===== config.mk =====
export PLATFORM = sky130hd
export DESIGN_NAME = uart_tx_fifo
export DESIGN_NICKNAME = d
export VERILOG_FILES = /design/src/rtl/uart_pkg.sv /design/src/rtl/uart_fifo_sync.sv /design/src/rtl/uart_tx_fifo.sv
export SDC_FILE = /design/constraint.sdc
export NUM_CORES = 1
export LEC_CHECK = 0
export CAP_MARGIN = 20
export CORE_ASPECT_RATIO = 1.2
export CORE_MARGIN = 2
export CORE_UTILIZATION = 40
export DETAILED_ROUTE_END_ITERATION = 12
export HOLD_SLACK_MARGIN = 0.05
export MAX_ROUTING_LAYER = met4
export PLACE_DENSITY = 0.61
export SYNTH_ARGS = -nofsm -noshare
export SYNTH_HDL_FRONTEND = slang
export SYNTH_SLANG_ARGS = --single-unit

===== constraint.sdc =====
create_clock -name clk -period 2.7 [get_ports clk]
set_input_delay 0.54 -clock clk [delete_from_list [all_inputs] [get_ports clk]]
set_output_delay 0.54 -clock clk [all_outputs]
set_load 0.02 [all_outputs]

===== src/rtl/uart_pkg.sv =====
// Shared definitions for the parametrised UART transmitter: parity codes,
// FSM state encoding and the elaboration-time helper functions.
package uart_pkg;

    localparam int PAR_NONE = 0;
    localparam int PAR_ODD  = 1;
    localparam int PAR_EVEN = 2;

    typedef enum logic [2:0] {
        ST_IDLE,
        ST_START,
        ST_DATA,
        ST_PARITY,
        ST_STOP
    } tx_state_e;

    // Ceiling log2; returns 0 for values of 0 or 1.
    function automatic int clog2(input int value);
        int result;
        int v;
        result = 0;
        v      = value - 1;
        while (v > 0) begin
            result++;
            v = v >> 1;
        end
        return result;
    endfunction

    // Clock cycles per bit, rounded to the nearest integer.
    function automatic int calc_div(input int clk_hz, input int baud);
        return (clk_hz + baud / 2) / baud;
    endfunction

endpackage


===== src/rtl/uart_fifo_sync.sv =====
// Small synchronous FIFO with a combinational read port; the head word is
// always visible on rdata while the FIFO is non-empty.
module uart_fifo_sync
    import uart_pkg::*;
#(
    parameter int WIDTH = 8,
    parameter int DEPTH = 4
) (
    input  logic                   clk,
    input  logic                   rstn,
    input  logic                   push,
    input  logic [WIDTH-1:0]       wdata,
    input  logic                   pop,
    output logic [WIDTH-1:0]       rdata,
    output logic                   full,
    output logic                   empty,
    output logic [clog2(DEPTH):0]  count
);

    localparam int PTR_W = clog2(DEPTH);

    logic [WIDTH-1:0] mem_q [DEPTH];
    logic [PTR_W-1:0] wptr_q, wptr_d;
    logic [PTR_W-1:0] rptr_q, rptr_d;
    logic [PTR_W:0]   count_q, count_d;

    always_comb begin
        wptr_d  = wptr_q;
        rptr_d  = rptr_q;
        count_d = count_q;
        if (push) wptr_d = wptr_q + 1'b1;
        if (pop)  rptr_d = rptr_q + 1'b1;
        case ({push, pop})
            2'b10:   count_d = count_q + 1'b1;
            2'b01:   count_d = count_q - 1'b1;
            default: count_d = count_q;
        endcase
    end

    // NOTE: state updates use non-blocking assignments so every flop samples
    // pre-edge values regardless of statement order.
    always_ff @(posedge clk) begin
        if (!rstn) begin
            wptr_q  <= '0;
            rptr_q  <= '0;
            count_q <= '0;
        end else begin
            wptr_q  <= wptr_d;
            rptr_q  <= rptr_d;
            count_q <= count_d;
        end
    end

    // NOTE: the storage array is deliberately not reset; the pointers and
    // count alone decide which entries are valid.
    always_ff @(posedge clk) begin
        if (push) mem_q[wptr_q] <= wdata;
    end

    assign rdata = mem_q[rptr_q];
    assign full  = (count_q == (PTR_W + 1)'(DEPTH));
    assign empty = (count_q == '0);
    assign count = count_q;

endmodule


===== src/rtl/uart_tx_fifo.sv =====
// Parametrised UART transmitter (configurable data/parity/stop bits) fed by a
// small TX FIFO so the host can queue words while a frame is in flight.
module uart_tx_fifo
    import uart_pkg::*;
#(
    parameter int CLK_HZ     = 50_000_000,
    parameter int BAUD       = 115200,
    parameter int DATA_BITS  = 8,
    parameter int PARITY     = 0,
    parameter int STOP_BITS  = 1,
    parameter int FIFO_DEPTH = 4
) (
    input  logic                 clk,
    input  logic                 rstn,
    input  logic [DATA_BITS-1:0] datain,
    input  logic                 start,
    output logic                 tx,
    output logic                 busy,
    output logic                 full,
    output logic                 overrun
);

    localparam int DIV    = calc_div(CLK_HZ, BAUD);
    localparam int BAUD_W = clog2(DIV);
    localparam int CNT_W  = clog2(FIFO_DEPTH) + 1;

    if (DIV < 2) begin : g_bad_div
        $error("uart_tx_fifo: baud divider must be at least 2");
    end
    if (DATA_BITS < 5 || DATA_BITS > 9) begin : g_bad_data_bits
        $error("uart_tx_fifo: DATA_BITS must be 5..9");
    end
    if (PARITY < 0 || PARITY > 2) begin : g_bad_parity
        $error("uart_tx_fifo: PARITY must be 0, 1 or 2");
    end
    if (STOP_BITS < 1 || STOP_BITS > 2) begin : g_bad_stop_bits
        $error("uart_tx_fifo: STOP_BITS must be 1 or 2");
    end
    if (FIFO_DEPTH < 2 || FIFO_DEPTH > 64 || (FIFO_DEPTH & (FIFO_DEPTH - 1)) != 0) begin : g_bad_depth
        $error("uart_tx_fifo: FIFO_DEPTH must be a power of two in 2..64");
    end

    tx_state_e              state_q, state_d;
    logic [BAUD_W-1:0]      baud_q, baud_d;
    logic [3:0]             bit_q, bit_d;
    logic [DATA_BITS-1:0]   shift_q, shift_d;
    logic                   par_q, par_d;
    logic                   tx_q, tx_d;
    logic                   start_q, start_d;
    logic                   overrun_q, overrun_d;

    logic                   push, accept, pop, load, baud_last, head_par;
    logic                   fifo_full, fifo_empty;
    logic [DATA_BITS-1:0]   fifo_rdata;
    logic [CNT_W-1:0]       fifo_count;

    // A pop in the same cycle frees a slot, so a push into a full FIFO still lands.
    assign push      = start & ~start_q;
    assign accept    = ~fifo_full | pop;
    assign start_d   = start;
    assign overrun_d = push & ~accept;

    uart_fifo_sync #(
        .WIDTH (DATA_BITS),
        .DEPTH (FIFO_DEPTH)
    ) u_fifo (
        .clk   (clk),
        .rstn  (rstn),
        .push  (push & accept),
        .wdata (datain),
        .pop   (pop),
        .rdata (fifo_rdata),
        .full  (fifo_full),
        .empty (fifo_empty),
        .count (fifo_count)
    );

    assign head_par  = (PARITY == PAR_ODD) ? ~(^fifo_rdata) : (^fifo_rdata);
    assign baud_last = (baud_q == BAUD_W'(DIV - 1));

    // NOTE: every combinational output is given a default before the case so
    // no path leaves it unassigned, which would infer a latch.
    always_comb begin
        state_d = state_q;
        baud_d  = baud_q;
        bit_d   = bit_q;
        shift_d = shift_q;
        par_d   = par_q;
        tx_d    = tx_q;
        load    = 1'b0;

        if (state_q != ST_IDLE) begin
            baud_d = baud_last ? '0 : baud_q + 1'b1;
        end

        case (state_q)
            ST_IDLE: begin
                tx_d = 1'b1;
                load = ~fifo_empty;
            end
            ST_START: begin
                if (baud_last) begin
                    state_d = ST_DATA;
                    bit_d   = '0;
                    tx_d    = shift_q[0];
                end
            end
            ST_DATA: begin
                if (baud_last) begin
                    if (bit_q == 4'(DATA_BITS - 1)) begin
                        bit_d = '0;
                        if (PARITY != PAR_NONE) begin
                            state_d = ST_PARITY;
                            tx_d    = par_q;
                        end else begin
                            state_d = ST_STOP;
                            tx_d    = 1'b1;
                        end
                    end else begin
                        bit_d   = bit_q + 1'b1;
                        shift_d = shift_q >> 1;
                        tx_d    = shift_q[1];
                    end
                end
            end
            ST_PARITY: begin
                if (baud_last) begin
                    state_d = ST_STOP;
                    bit_d   = '0;
                    tx_d    = 1'b1;
                end
            end
            ST_STOP: begin
                if (baud_last) begin
                    if (bit_q == 4'(STOP_BITS - 1)) begin
                        state_d = ST_IDLE;
                        tx_d    = 1'b1;
                        load    = ~fifo_empty;
                    end else begin
                        bit_d = bit_q + 1'b1;
                    end
                end
            end
            default: begin
                state_d = ST_IDLE;
                tx_d    = 1'b1;
            end
        endcase

        // Loading the head word always starts a fresh frame, from IDLE or straight out of STOP.
        if (load) begin
            state_d = ST_START;
            baud_d  = '0;
            bit_d   = '0;
            shift_d = fifo_rdata;
            par_d   = head_par;
            tx_d    = 1'b0;
        end
    end

    assign pop = load;

    always_ff @(posedge clk) begin
        if (!rstn) begin
            state_q   <= ST_IDLE;
            baud_q    <= '0;
            bit_q     <= '0;
            shift_q   <= '0;
            par_q     <= 1'b0;
            tx_q      <= 1'b1;
            start_q   <= 1'b0;
            overrun_q <= 1'b0;
        end else begin
            state_q   <= state_d;
            baud_q    <= baud_d;
            bit_q     <= bit_d;
            shift_q   <= shift_d;
            par_q     <= par_d;
            tx_q      <= tx_d;
            start_q   <= start_d;
            overrun_q <= overrun_d;
        end
    end

    assign tx      = tx_q;
    assign busy    = (state_q != ST_IDLE) | (fifo_count != '0);
    assign full    = fifo_full;
    assign overrun = overrun_q;

endmodule


### After elaboration in Yosys (flattened, before gate mapping)

Memories as Yosys holds them, arrays and structs flattened. A register that Yosys moved wholly into a read port is not among the register bits.
Index checks and enable logic that the tools add are counted.

| word-level totals | value |
|---|---|
| bits in latches | 0 |
| output and inout port bits | 4 |
| register bits after elaboration | 34 |
| input port bits | 11 |
| memory bits (writable) | 32 |
| memories kept | 1 |
| ROM bits | 0 |

Memories:

| memory | words | bits a word | read ports | clocked after Yosys merged registers in | wr ports | RTL line | text |
|---|---|---|---|---|---|---|---|
| u_fifo.mem_q | 4 | 8 | 1 | 1 | 1 | uart_fifo_sync.sv:22 | `logic [WIDTH-1:0] mem_q [DEPTH];` |

| operators by class | value |
|---|---|
| muxes and demuxes | 35 |
| shift operators | 0 |
| bitwise logic cells | 11 |
| $lt $le $gt $ge | 0 |
| reductions and logical operators | 16 |
| eq/ne operators | 25 |
| $add $sub $neg | 6 |
| divide/modulo/power cells | 0 |
| multipliers | 0 |

Operators with widths:

| cell | count |
|---|---|
| $mux 8 | 4 |
| $mux 4 | 5 |
| $mux 3 | 6 |
| $ne 2x2->1 const B | 9 |
| $ne 3x3->1 const B | 6 |
| $pmux 3 s5 | 1 |
| $reduce_and 7->1 | 2 |
| $mux 1 | 12 |
| $pmux 4 s3 | 1 |
| $reduce_and 5->1 | 2 |
| $add 9x1->9 const B | 1 |
| $eq 9x9->1 const B | 1 |
| $mux 9 | 1 |
| $reduce_bool 3->1 | 3 |
| $eq 3x2->1 const B | 2 |
| $eq 3x3->1 const B | 2 |
| $logic_not 3->1 | 2 |
| $not 1->1 | 6 |
| $pmux 3 s2 | 1 |
| $reduce_bool 2->1 | 3 |
| $add 2x1->2 const B | 2 |
| $add 4x1->4 const B | 1 |
| $eq 4x3->1 const B | 1 |
| $logic_not 4->1 | 1 |
| 13 further kinds | 18 |

### Logic depth before layout (Yosys ltp)

| logic depth | value |
|---|---|
| depth after elaboration | 9 |
| depth in mapped cells | 12 |
| depth with buffers taken out | 10 |

### Hierarchy

A second synthesis with hierarchy kept.

| second synthesis, totals | value |
|---|---|
| cells, all modules | 256 |
| area total of the unflattened synthesis | 3046.7 µm² |

Modules (own cells, without submodules):

| module | area an instance (µm²) | instances | cells each | sequential area each (µm²) |
|---|---|---|---|---|
| uart_fifo_sync | 1607.8 | 1 | 88 | 1141.1 |
| uart_tx_fifo | 1438.9 | 1 | 168 | 540.5 |

### Least setup slack after synthesis

OpenSTA, ideal clock, no wires.

| timing path | value |
|---|---|
| kind | register -> register |
| from | reg baud_q[1] |
| to | reg u_fifo.count_q[1] (netlist: u_fifo.count[1]) |
| clock period less this slack | 2377 ps |
| buffers on the path | 2 |
| library setup time | 72 ps |
| slack | 323 ps |
| required time | 2628 ps |
| arrival | 2306 ps |
| stages on the path, launching flop included | 12 |
| cells stage by stage | dfxtp_1 -> inv_1 -> ha_1 -> and4_1 -> a31oi_1 -> or2_1 -> buf_6 -> buf_6 -> nand2b_1 -> fa_1 -> nand2b_1 -> mux2i_1 |

| between the ends | value |
|---|---|
| word-level cells in the longest chain between the ends | 7 |

Ends and longest elaborated chain:

| element | RTL line | text |
|---|---|---|
| start: declaration | uart_tx_fifo.sv:44 | `logic [BAUD_W-1:0] baud_q, baud_d;` |
| start signal: assignment | uart_tx_fifo.sv:175 | `baud_q <= baud_d;` |
| $eq 9x9->1 * | uart_tx_fifo.sv:79 | `assign baud_last = (baud_q == BAUD_W'(DIV - 1));` |
| $mux 1 * | uart_tx_fifo.sv:134 | `if (baud_last) begin` |
| $pmux 1 s2 * | uart_tx_fifo.sv:96 | `case (state_q)` |
| $or 1x1->1 | uart_tx_fifo.sv:59 | `assign accept = ~fifo_full \| pop;` |
| $and 1x1->1 | uart_tx_fifo.sv:69 | `.push (push & accept),` |
| $eq 2x1->1 / $eq 2x2->1 (equally long branches) | uart_fifo_sync.sv:33 | `case ({push, pop})` |
| $pmux 3 s2 / $reduce_bool 2->1 (equally long branches) | - |  |
| end signal: assignment | uart_fifo_sync.sv:50 | `count_q <= count_d;` |
| end: declaration | uart_fifo_sync.sv:25 | `logic [PTR_W:0] count_q, count_d;` |

Every way passes the cells marked *; elsewhere a longest branch is shown, timed or not.
A chain may end at the register's enable or synchronous reset.

### Worst setup path in the final report

| timing path | value |
|---|---|
| from | reg state_q[1] |
| to | out busy |

| between the ends | value |
|---|---|
| word-level cells in the longest chain between the ends | 2 |

Ends and longest elaborated chain:

| element | RTL line | text |
|---|---|---|
| start: declaration | uart_tx_fifo.sv:43 | `tx_state_e state_q, state_d;` |
| start signal: assignment | uart_tx_fifo.sv:174 | `state_q <= state_d;` |
| $reduce_bool 3->1 | uart_tx_fifo.sv:186 | `assign busy = (state_q != ST_IDLE) \| (fifo_count != '0);` |
| $or 1x1->1 | uart_tx_fifo.sv:186 |  |
| end: declaration | uart_tx_fifo.sv:18 | `output logic busy,` |

No other way between the ends.

==> results by stage <==
Outcome:
- The run finished with clean final reports.

Synth:
- The synthesized instance count is 250.
- After synthesis the cells add up to just over 3000 um2.
- The most repeated cell in the gate-level netlist after synthesis is sky130_fd_sc_hd__dfxtp_1.
- Counting distinct cell types in the post-synthesis netlist gives 49.
- The top-area cell type share of the netlist area is between 30% and 40%.
- The synthesized design spends more area on one cell type than any other, namely sky130_fd_sc_hd__edfxtp_1.
- Sequential elements use 55.54% of the synthesized area.
- The synthesized design contains 68 register bits.
- Ranked by instance count, the synthesized netlist is headed by sky130_fd_sc_hd__dfxtp_1, sky130_fd_sc_hd__edfxtp_1, sky130_fd_sc_hd__nor2_1.
- The main flop type after synthesis is sky130_fd_sc_hd__dfxtp_1.
- In the post-synthesis netlist, the biggest area contributors are sky130_fd_sc_hd__edfxtp_1, sky130_fd_sc_hd__dfxtp_1, sky130_fd_sc_hd__mux4_2, sky130_fd_sc_hd__mux2i_1, sky130_fd_sc_hd__ha_1.
- During synthesis, Yosys emitted a total of 0 warnings.
- The average instance in the mapped netlist occupies around 12 um2.
- Counting every net in the synthesized netlist gives between 200 and 300.
- Counting flops with a built-in enable in the synthesized netlist gives 32.
- The post-synthesis async set-or-reset flop share is 0%.

CTS:
- In this run the deepest clock path goes through 2 buffers.
- The clock insertion delay at the later pin of the skew report is approximately 340 ps.
- The CTS buffer count is 9.
- TritonCTS built the clock tree.
- The number of H-tree levels is 3.
- Counting every sink on the clock net gives just under 70.
- The clock transition at the register clock pins on the worst setup and hold paths after CTS is about 70 ps.
- The count of hold-fix buffers inserted at cts is 0.
- The buffer type at the clock tree root is sky130_fd_sc_hd__clkbuf_8.

Floorplanning:
- The initial cell density of the core is approximately 41%.
- From left edge to right edge, the die measures around 83 um.
- From bottom edge to top edge, the die measures 99.31 um.
- 15 I/O pins were placed.
- After floorplanning, the core was divided into 34 placement rows.
- The die covers just over 8000 um2.
- The core footprint is between 7000 and 8000 um2.

Detailed routing:
- For this block, the routed nets add up to between 4 and 5 mm of wire.
- Summing over every cut layer, the via total after detailed routing is approximately 1800.
- The number of search-and-repair iterations in the first detailed-routing pass is 4.
- The count of nets left with antenna violations after detail routing is 0.
- After detailed routing, the number of vias per cell comes to around 5.1.
- Dividing the detail-routed wire length by the instance count gives 13.46 um.
- The number of DRC markers after the initial detailed-route iteration is 56.
- For this run, design rule violations remaining after detail routing come to 0.

Placed design:
- Once detailed placement completed, the half-perimeter wirelength came to around 3.4 mm.
- The weighted congestion at the end of routability-driven global placement is 0.7705.
- Summing all placed instances gives a cell area of approximately 3200 um2.
- Timing analysis after detailed placement gives a worst setup slack of about 310 ps.
- The number of buffers inserted by port buffering is 14.

Timing:
- Of the available clock period, the critical path in the final layout requires between 80 and 90%.
- Setup repair after global routing left no endpoint under its margin.
- The total count of max-transition violations in the final report was 0.
- The number of hold violations in the final report is 0.
- The final worst slack is roughly 350 ps.
- Summed over all failing endpoints, the final setup total negative slack is 0 ps.
- Counting I/O delays and the setup requirement, the final critical path takes between 2000 and 2500 ps.
- The clock skew after layout is around 6.3 ps.
- The number of setup violations in the final report is 0.
- The highest clock rate is around 430 MHz.
- The tightest slew margin relative to the limit is 64.33%.
- The transition time at the pin with the least slew margin is around 530 ps.

Run:
- The number of max-cap violations is 0.

Critical path:
- The worst register-to-register path begins at bit_q[0].
- The critical path launch point is state_q[1].
- STA classifies the critical path endpoint as an output pin.
- The register-to-register setup slack is ~380 ps.
- The element type at the critical path start is a flop.
- The cell depth of the worst flop-to-flop path is 7.
- The data required time of the worst path is 2160 ps.
- The critical path ends at busy.
- The largest fanout of any net on the critical path is 10.
- The endpoint of the most critical register-to-register path is u_fifo.mem_q[1][2].
- STA puts the critical path data arrival time at around 1800 ps.
- The startpoint-to-endpoint class of the critical path is flop to output pin.

Final layout:
- The total of fill cells in the finished design is 686.
- The fraction of layout cells with a size suffix above 1 is 12.87%.
- Summing all non-filler instances in the final layout gives an area of roughly 3400 um2.
- The layout-stage area growth over the synthesis result is 12.89%.
- The layout net count is between 200 and 300.
- The antenna diode instance count is 0.

Worst hold path:
- The worst hold path passes through 2 cells.
- The path category of the worst min-delay check is flop to flop.

Power and ir drop:
- The net switching power of the design is approximately 1.0 mW.
- Cell internal power was estimated by the tool at between 2 and 2.5 mW.
- The register share of total power is between 40 and 50%.
- The worst-case IR drop observed on VDD is ~400 uV.
- The clock network is responsible for ~23% of the overall power.
- In this run, the combinational gates consume 33.2% of the power.
- The switching portion of total power is 33.20%.
- The power density over the cells is slightly above 900 nW/um2.
- The total leakage power is 1.223 nW.

GRT:
- The via count of the first global-routing pass is about 1800.
- The global router's overall resource usage is approximately an eighth.
- After global routing the overflow that remains totals 0.
- The global-route wire length before repair is 8.452 mm.
- The pin count of the biggest net entering global routing is 16.
- The number of antenna violations at the first check in global routing is 0.
## power by group through the flow
stage	Combinational, mW	Sequential (mW)	Clock, mW
after floorplan	0.908	1.32	0
after global placement	1.04	1.39	0
after detailed placement	1.05	1.39	0
after CTS	1.06	1.37	0.746
after global routing	1.17	1.39	0.779
final	1.03	1.36	0.723
## stage by stage
| stage | total power, mW | util, % | instances | hold WS (ps) |
|---|---|---|---|---|
| final | 3.119 | 46.72 | 362 | 502.4 |
| after global placement | 2.430 | 44.37 | 346 | 488.4 |
| after floorplan | 2.233 | - | 250 | 459.7 |
| after CTS | 3.170 | 46.68 | 362 | 505.2 |
| after detailed placement | 2.433 | 44.37 | 346 | 497.1 |
| after global routing | 3.345 | 46.72 | 362 | 529.0 |
## per-layer routing
| metal | GRT usage, % | wire length [um] | up-vias |
|---|---|---|---|
| li1 | - | - | 935 |
| met1 | 16.06 | 2324 | 874 |
| met2 | 20.91 | 2303 | 23 |
| met3 | 2.822 | 136 | 12 |
| met4 | 7.196 | 110 | 0 |
| met5 | - | 0 | - |
## cells in the final DEF (no fill, tap or decap), types with 2 or more instances in the layout
cell,count
sky130_fd_sc_hd__clkdlybuf4s50_1,13
sky130_fd_sc_hd__nand2_1,14
sky130_fd_sc_hd__buf_4,4
sky130_fd_sc_hd__xnor2_1,4
sky130_fd_sc_hd__o21ai_0,12
sky130_fd_sc_hd__clkinv_2,3
sky130_fd_sc_hd__nor2b_1,3
sky130_fd_sc_hd__xor2_1,6
sky130_fd_sc_hd__a21oi_1,12
sky130_fd_sc_hd__edfxtp_1,32
sky130_fd_sc_hd__mux2i_1,13
sky130_fd_sc_hd__and2_1,10
sky130_fd_sc_hd__and4_1,2
sky130_fd_sc_hd__mux4_2,8
sky130_fd_sc_hd__inv_1,12
sky130_fd_sc_hd__nor3_1,2
sky130_fd_sc_hd__dfxtp_1,36
sky130_fd_sc_hd__clkbuf_8,10
sky130_fd_sc_hd__nand2_2,2
sky130_fd_sc_hd__clkbuf_1,3
sky130_fd_sc_hd__nor2_1,16
sky130_fd_sc_hd__o22ai_1,2
sky130_fd_sc_hd__or3_1,2
sky130_fd_sc_hd__ha_1,8
sky130_fd_sc_hd__nand2b_1,4
sky130_fd_sc_hd__nor3b_1,3
sky130_fd_sc_hd__o211ai_1,2
sky130_fd_sc_hd__nand3_1,7
sky130_fd_sc_hd__or4b_1,3
## cell type report
class | count | area [um2] | area share (%)
inverters | 12 | 45.04 | 1.318
clock buffers | 13 | 148.9 | 4.356
repair buffers | 18 | 172.7 | 5.051
flip-flops and latches | 68 | 1682 | 49.19
well taps | 90 | 112.6 | 3.294
clock inverters | 3 | 15.01 | 0.4392
multi-input cells | 158 | 1242 | 36.35
## cells by family after synthesis
kind of cell / synth area share [%]
simple gates: 14.42
buf+inv: 3.595
compound gates: 8.885
flops: 55.54
mux: 10.70
xor+xnor: 2.892
fa+ha+maj: 3.967
## worst min path at each step
stage | start | endpoint
global route | u_fifo.wptr_q[0] | u_fifo.wptr_q[0]
CTS | u_fifo.wptr_q[1] | u_fifo.wptr_q[1]
global placement | u_fifo.wptr_q[1] | u_fifo.wptr_q[1]
detailed placement | u_fifo.wptr_q[1] | u_fifo.wptr_q[1]
finish | u_fifo.wptr_q[1] | u_fifo.wptr_q[1]
floorplan | u_fifo.count[2] | u_fifo.count[2]
## timing repair
item                                    CTS  global route
endpoints found under the setup margin    1             1
setup buffers                             0             0
resized for setup                         1             1
## critical path: stages, from the launching register on
cell	delay [ps]
sky130_fd_sc_hd__dfxtp_1	390
sky130_fd_sc_hd__or3_4	460
sky130_fd_sc_hd__or4_1	410
sky130_fd_sc_hd__dlymetal6s2s_1	220
## registers in the layout, summed over array words and instances, names as in the netlist, named ones only
signal         count
state_q            3
shift_q            8
u_fifo.count       3
overrun            1
u_fifo.mem_q      32
baud_q             9
u_fifo.wptr_q      2
start_q            1
bit_q              4
tx                 1
u_fifo.rptr_q      2
Power figures use the tool's default switching activity.
